### src/rtl/hvac_pkg.sv
// Shared HVAC types: plant FSM encoding and RGB indicator command codes.
// Used by the plant model and by the RGB indicator block.
package hvac_pkg;

    typedef enum logic [1:0] {
        ST_IDLE    = 2'd0,
        ST_HEAT    = 2'd1,
        ST_COOL    = 2'd2,
        ST_LOCKOUT = 2'd3
    } state_e;

    typedef enum logic [1:0] {
        REQ_IDLE = 2'd0,
        REQ_HEAT = 2'd1,
        REQ_COOL = 2'd2
    } req_e;

    localparam logic [2:0] RGB_HEAT = 3'b100;
    localparam logic [2:0] RGB_IDLE = 3'b010;
    localparam logic [2:0] RGB_COOL = 3'b001;

    // Anything that is not exactly one of the two drive codes means idle.
    function automatic req_e decode_rgb(input logic [2:0] rgb);
        case (rgb)
            RGB_HEAT: return REQ_HEAT;
            RGB_COOL: return REQ_COOL;
            default:  return REQ_IDLE;
        endcase
    endfunction

    function automatic logic [7:0] step_temp(
        input logic [7:0] t,
        input logic       up,
        input logic [7:0] lo,
        input logic [7:0] hi
    );
        if (up) begin
            return (t >= hi) ? hi : t + 8'd1;
        end
        return (t <= lo) ? lo : t - 8'd1;
    endfunction

endpackage

### src/rtl/hvac_plant_tick_gen.sv
// Free-running prescaler: one-cycle tick every DIV clocks.
// The tick is asserted while the count sits at DIV-1.
module tick_gen #(
    parameter int unsigned DIV = 100000000
) (
    input  logic clk,
    input  logic reset,
    output logic tick
);

    localparam int CW = (DIV > 1) ? $clog2(DIV) : 1;
    localparam logic [CW-1:0] LAST = CW'(DIV - 1);

    logic [CW-1:0] cnt_q;
    logic [CW-1:0] cnt_d;

    always_comb begin
        tick  = (cnt_q == LAST);
        cnt_d = tick ? '0 : cnt_q + 1'b1;
    end

    always_ff @(posedge clk or posedge reset) begin
        if (reset) begin
            cnt_q <= '0;
        end else begin
            cnt_q <= cnt_d;
        end
    end

endmodule

### src/rtl/hvac_plant.sv
// Simulated HVAC plant: heat/cool/lockout FSM driving a room temperature
// that moves one degree per tick, with minimum-run and lockout protection.
module hvac_plant
    import hvac_pkg::*;
#(
    parameter int unsigned TICK_DIV      = 100000000,
    parameter int unsigned MIN_RUN       = 3,
    parameter int unsigned LOCKOUT_TICKS = 5,
    parameter int unsigned TEMP_INIT     = 72,
    parameter int unsigned TEMP_MIN      = 32,
    parameter int unsigned TEMP_MAX      = 120
) (
    input  logic       clk,
    input  logic       reset,
    input  logic [2:0] rgb_in,
    output logic [7:0] temp_out,
    output logic       heat_on,
    output logic       cool_on,
    output logic       fan_on,
    output logic       busy
);

    localparam int RW = (MIN_RUN > 0) ? $clog2(MIN_RUN + 1) : 1;
    localparam int LW = (LOCKOUT_TICKS > 0) ? $clog2(LOCKOUT_TICKS + 1) : 1;

    localparam logic [RW-1:0] RUN_MAX  = RW'(MIN_RUN);
    localparam logic [LW-1:0] LOCK_MAX = LW'(LOCKOUT_TICKS);
    localparam logic [7:0]    T_INIT   = 8'(TEMP_INIT);
    localparam logic [7:0]    T_MIN    = 8'(TEMP_MIN);
    localparam logic [7:0]    T_MAX    = 8'(TEMP_MAX);

    logic tick;

    tick_gen #(
        .DIV(TICK_DIV)
    ) u_tick_gen (
        .clk  (clk),
        .reset(reset),
        .tick (tick)
    );

    state_e        state_q, state_d;
    logic [RW-1:0] run_q, run_d;
    logic [LW-1:0] lock_q, lock_d;
    logic [7:0]    temp_q, temp_d;
    logic          heat_on_q, heat_on_d;
    logic          cool_on_q, cool_on_d;
    logic          fan_on_q, fan_on_d;
    logic          busy_q, busy_d;

    req_e req;
    req_e mode_req;

    always_comb begin
        state_d  = state_q;
        run_d    = run_q;
        lock_d   = lock_q;
        temp_d   = temp_q;
        req      = decode_rgb(rgb_in);
        mode_req = (state_q == ST_HEAT) ? REQ_HEAT : REQ_COOL;

        unique case (state_q)
            ST_IDLE: begin
                if (req == REQ_HEAT) begin
                    state_d = ST_HEAT;
                    run_d   = '0;
                end else if (req == REQ_COOL) begin
                    state_d = ST_COOL;
                    run_d   = '0;
                end
            end
            ST_HEAT, ST_COOL: begin
                // The temperature step lands even on the exit cycle.
                if (tick) begin
                    temp_d = step_temp(temp_q, state_q == ST_HEAT,
                                       T_MIN, T_MAX);
                    if (run_q < RUN_MAX) begin
                        run_d = run_q + 1'b1;
                    end
                end
                if (req != mode_req && run_q >= RUN_MAX) begin
                    state_d = ST_LOCKOUT;
                    lock_d  = '0;
                end
            end
            ST_LOCKOUT: begin
                if (lock_q >= LOCK_MAX) begin
                    state_d = ST_IDLE;
                end else if (tick) begin
                    lock_d = lock_q + 1'b1;
                end
            end
        endcase

        heat_on_d = (state_d == ST_HEAT);
        cool_on_d = (state_d == ST_COOL);
        fan_on_d  = (state_d != ST_IDLE);
        busy_d    = (state_d != ST_IDLE);
    end

    always_ff @(posedge clk or posedge reset) begin
        if (reset) begin
            state_q   <= ST_IDLE;
            run_q     <= '0;
            lock_q    <= '0;
            temp_q    <= T_INIT;
            heat_on_q <= 1'b0;
            cool_on_q <= 1'b0;
            fan_on_q  <= 1'b0;
            busy_q    <= 1'b0;
        end else begin
            state_q   <= state_d;
            run_q     <= run_d;
            lock_q    <= lock_d;
            temp_q    <= temp_d;
            heat_on_q <= heat_on_d;
            cool_on_q <= cool_on_d;
            fan_on_q  <= fan_on_d;
            busy_q    <= busy_d;
        end
    end

    assign temp_out = temp_q;
    assign heat_on  = heat_on_q;
    assign cool_on  = cool_on_q;
    assign fan_on   = fan_on_q;
    assign busy     = busy_q;

endmodule

### config.mk
export PLATFORM = sky130hd
export DESIGN_NAME = hvac_plant
export DESIGN_NICKNAME = d
export VERILOG_FILES = /design/src/rtl/hvac_pkg.sv /design/src/rtl/hvac_plant_tick_gen.sv /design/src/rtl/hvac_plant.sv
export SDC_FILE = /design/constraint.sdc
export NUM_CORES = 1
export LEC_CHECK = 0
export ABC_AREA = 1
export BUFFER_PORTS_ARGS = -buffer_cell sky130_fd_sc_hd__buf_2
export CAP_MARGIN = 15
export CORE_ASPECT_RATIO = 2
export CORE_UTILIZATION = 60
export DETAILED_ROUTE_END_ITERATION = 7
export PLACE_DENSITY = 0.79
export SYNTH_ARGS = -nofsm -noshare
export SYNTH_HDL_FRONTEND = slang
export SYNTH_HIERARCHICAL = 1
export SYNTH_SLANG_ARGS = --single-unit
### constraint.sdc
create_clock -name clk -period 2.7 [get_ports clk]
set_input_delay 0.135 -clock clk [delete_from_list [all_inputs] [get_ports clk]]
set_output_delay 0.135 -clock clk [all_outputs]
set_load 0.02 [all_outputs]
==> impl_metrics.prom <==
# TYPE chip_impl_metric gauge
chip_impl_info{name="outcome",value="finished clean"} 1
chip_impl_metric{name="max_freq",unit="GHz"} 0.486
chip_impl_info{name="tritoncts",value="done"} 1
chip_impl_metric{name="gp_routability_congestion",unit=""} 0.961
chip_impl_info{name="cts-root-buf",value="clkbuf_8"} 1
chip_impl_metric{name="dpl.cell_count",unit=""} 466
chip_impl_metric{name="finalNonFillerCells",unit=""} 475
chip_impl_metric{name="mappedNetlistNets",unit=""} 412
chip_impl_metric{name="post_cts_buffers",unit=""} 0
chip_impl_metric{name="global_route.overflow_total",unit=""} 0
chip_impl_metric{name="synth-edff-count",unit=""} 0
chip_impl_metric{name="drive_gt1_share",unit="%"} 13.8
chip_impl_info{name="crit_family",value="simple AND/OR/NAND/NOR gates"} 1
chip_impl_metric{name="n_fill_cell",unit=""} 434
chip_impl_info{name="cp_cell_sequence",value="ha_1, nand2_2, nor2_4, nand2_4, nor2_4, nand2_1, clkinv_2, nand2_4, clkinv_4, nand2_4, nor3_4, xor2_1, nand2_1, nand2_1"} 1
chip_impl_metric{name="ys_seq_elements",unit=""} 45
chip_impl_metric{name="post_synth.cell_area_avg",unit="um^2"} 7.19
chip_impl_metric{name="cts.clk_slew.worst_paths",unit="ns"} 0.08
chip_impl_metric{name="timing.critical_path.slowest_cell_delay",unit="ns"} 0.39
chip_impl_metric{name="globalRouteTotalUtil",unit="%"} 27.5
chip_impl_metric{name="finish.net_count",unit=""} 434
chip_impl_metric{name="crit_arrival",unit="ns"} 2.29
chip_impl_metric{name="timing.max_slew.rel_slack",unit="%"} 30.9
chip_impl_metric{name="grt_pass1_vias",unit=""} 2457
chip_impl_metric{name="io_count",unit=""} 17
chip_impl_metric{name="worst-slew-pin-transition",unit="ns"} 1.04
chip_impl_metric{name="firstDrtPassIters",unit=""} 4
chip_impl_metric{name="wl_per_cell",unit="um"} 13.0
chip_impl_metric{name="worst-path-max-fanout",unit=""} 9
chip_impl_info{name="critical_path_class",value="flop to flop"} 1
chip_impl_metric{name="floorplan.rows",unit=""} 35
chip_impl_metric{name="initial_utilization",unit="%"} 62.1
chip_impl_metric{name="synth_sequential_area_ratio",unit="%"} 39.5
chip_impl_metric{name="post_synth_inst_count",unit=""} 397
chip_impl_info{name="layout.cells.most_common",value="nand2_1"} 1
chip_impl_metric{name="cp.buffers_inverters",unit=""} 2
chip_impl_metric{name="groute.layer.met3.usage",unit="%"} 3.36
chip_impl_metric{name="hold_buffers",unit=""} 1
chip_impl_metric{name="netlist-cell-type-count",unit=""} 33
chip_impl_metric{name="placedInstanceArea",unit="mm^2"} 0.00299
chip_impl_metric{name="wl",unit="mm"} 6.19
chip_impl_metric{name="setup-violations-final",unit=""} 0
chip_impl_metric{name="multi_input_comb_area",unit="mm^2"} 0.00153
chip_impl_metric{name="grt_pass1_wl",unit="mm"} 10.3
chip_impl_metric{name="critical_path_required",unit="ns"} 2.94
chip_impl_metric{name="synth-warning-count",unit=""} 6
chip_impl_info{name="timing.hold.worst.class",value="input port to flop"} 1
chip_impl_metric{name="ctsLongestPathBuffers",unit=""} 2
chip_impl_info{name="end_kind",value="flop"} 1
chip_impl_metric{name="power_leakage",unit="uW"} 0.00160
chip_impl_metric{name="area.sequential",unit="mm^2"} 0.00113
chip_impl_info{name="cp_slowest_cell",value="dfrtp_1"} 1
chip_impl_metric{name="final_hold_viol_count",unit=""} 0
chip_impl_metric{name="dp.final_hpwl",unit="mm"} 4.95
chip_impl_metric{name="final_slew_viol_count",unit=""} 0
chip_impl_info{name="synth-main-ff-cell",value="dfrtp_1"} 1
chip_impl_metric{name="maxCapViolCount",unit=""} 0
chip_impl_metric{name="groute.layer.met2.usage",unit="%"} 52.7
chip_impl_metric{name="number_of_antenna_violations_at_the_first_check_in_global_routing",unit=""} 0
chip_impl_metric{name="fp.dieH",unit="um"} 99.6
chip_impl_metric{name="chipWidth",unit="um"} 50.8
chip_impl_metric{name="drt_antenna_net_count",unit=""} 0
chip_impl_metric{name="final_area",unit="mm^2"} 0.00308
chip_impl_metric{name="htree_num_levels",unit=""} 2
chip_impl_metric{name="clkSinkCount",unit=""} 45
chip_impl_metric{name="grt_start_max_net_pins",unit=""} 28
chip_impl_info{name="timing.critical_path.from_type",value="flop"} 1
chip_impl_info{name="grt.busiest_layer",value="met2"} 1
chip_impl_metric{name="power-per-cell-area",unit="mW/mm^2"} 530
chip_impl_metric{name="drc",unit=""} 0
chip_impl_metric{name="first_iter_violations",unit=""} 50
chip_impl_metric{name="final.period_utilization",unit="%"} 76.1
chip_impl_metric{name="grtUsageMet1",unit="%"} 25.0
chip_impl_metric{name="async_flop_share",unit="%"} 100
chip_impl_metric{name="drt-vias-per-instance",unit=""} 5.36
chip_impl_metric{name="antenna-diode-count",unit=""} 0
chip_impl_metric{name="worstSkewPairLatency",unit="ns"} 0.30
chip_impl_info{name="rsz_0062_raised_after_global_routing",value="no"} 1
chip_impl_metric{name="tritoncts.num_buffers",unit=""} 5
chip_impl_metric{name="placement.io_buffers",unit=""} 16
chip_impl_metric{name="fp.dieArea",unit="mm^2"} 0.00506
chip_impl_metric{name="finalPower",unit="uW"} 1630
chip_impl_metric{name="cts_resized",unit=""} 0
chip_impl_metric{name="sum_neg_setup_slack",unit="ns"} 0
chip_impl_metric{name="core_region_area",unit="mm^2"} 0.00460
chip_impl_metric{name="synth_area",unit="mm^2"} 0.00286
chip_impl_metric{name="via_count",unit=""} 2545
chip_impl_metric{name="fin_worst_skew",unit="ns"} 0.0111
chip_impl_metric{name="final_critical_path_required_period",unit="ns"} 2.06
chip_impl_info{name="final_cell_mix",value="nand2_1, nor2_1, dfrtp_1, inv_1, nand3_1"} 1
chip_impl_metric{name="vdd_drop_max",unit="V"} 0.000551
chip_impl_metric{name="syn_to_final_growth",unit="%"} 8.02
worst paths after layout:
| check | start | to | slack (ns) | cells after the start |
|---|---|---|---|---|
| setup / recovery | u_tick_gen/cnt_q[0]$_DFF_PP0_ | temp_out[6]$_DFFE_PP1P_ | 0.64 | 14 |
| hold / removal | rgb_in[2] | busy$_DFF_PP0_ | 0.25 | 4 |
| setup reg to reg | u_tick_gen/cnt_q[0]$_DFF_PP0_ | temp_out[6]$_DFFE_PP1P_ | 0.64 | 14 |
| hold reg to reg | run_q[0]$_DFFE_PP0P_ | run_q[0]$_DFFE_PP0P_ | 0.49 | 1 |
| max in group asynchronous | reset | u_tick_gen/cnt_q[12]$_DFF_PP0_ | 1.43 | 3 |
| min in group asynchronous | reset | temp_out[2]$_DFFE_PP0P_ | 0.49 | 3 |
sequential cells by signal (all words and copies together), names as in the netlist:
| name | cells |
|---|---|
| heat_on | 1 |
| run_q | 2 |
| state_q | 2 |
| u_tick_gen/cnt_q | 27 |
| cool_on | 1 |
| busy | 1 |
| temp_out | 8 |
| lock_q | 3 |
final cells by class:
cell class,count,area share [%]
clock inverter,2,0.325
timing repair buffer,17,2.92
multi-input combinational,303,49.7
clock buffer,6,2.35
tap,55,2.23
sequential,45,36.6
inverter,47,5.92
worst min-delay path, delay by kind of cell:
kind | cells | cell delay, ns
AOI/OAI and AO/OA | 1 | 0.10
buffers and inverters | 1 | 0.10
and+or+nand+nor | 2 | 0.16
metal layers:
metal | part of all wire [%] | vias to the layer above
li1 | - | 1274
met1 | 36 | 1198
met2 | 56 | 48
met3 | 1.7 | 25
met4 | 6.3 | 0
met5 | 0 | -
logic make-up (layout without fill, tap and decap cells):
| family | Yosys count | count (layout) | synth area share, % |
|---|---|---|---|
| simple gates | 255 | 255 | 40.1 |
| flops | 45 | 45 | 39.5 |
| xor+xnor | 16 | 16 | 4.91 |
| fa+ha+maj | 10 | 10 | 4.38 |
| compound gates | 22 | 22 | 4.25 |
| buf+inv | 49 | 72 | 6.84 |
power breakdown:
part	internal (uW)	leakage, uW	switching, uW
logic	151	0.000958	315
registers	729	0.000598	35.1
clock network	180	0.0000450	224
cells in the mapped netlist (2+ instances only):
| master | number | area, um^2 |
|---|---|---|
| nand2_1 | 122 | 458 |
| nor2_1 | 67 | 251 |
| dfrtp_1 | 43 | 1080 |
| inv_1 | 40 | 150 |
| nand3_1 | 26 | 130 |
| xor2_1 | 13 | 114 |
| ha_1 | 10 | 125 |
| a21oi_1 | 7 | 35.0 |
| o21ai_1 | 7 | 35.0 |
| nor2_2 | 6 | 37.5 |
| inv_2 | 5 | 18.8 |
| nand2_2 | 5 | 31.3 |
| nand4_1 | 5 | 31.3 |
| nor2_4 | 5 | 56.3 |
| nor3_1 | 5 | 25.0 |
| nand2_4 | 3 | 33.8 |
| o21ai_0 | 3 | 15.0 |
| or2_2 | 3 | 18.8 |
| xnor2_1 | 3 | 26.3 |
| and2_1 | 2 | 12.5 |
| dfstp_2 | 2 | 52.6 |
| nand3_2 | 2 | 20.0 |
| nand3b_1 | 2 | 15.0 |
| o22ai_1 | 2 | 12.5 |
through the flow:
step / hold slack (ns) / setup WS (ns) / utilization, %
2_1_floorplan: 0.0721 / 0.863 / -
6_report: 0.249 / 0.644 / 67.1
3_3_place_gp: 0.279 / 0.737 / 65.1
3_5_place_dp: 0.281 / 0.654 / 65.1
4_1_cts: 0.236 / 0.628 / 67.1
5_1_grt: 0.288 / 0.462 / 67.1
(Power assumes the default switching activity.)
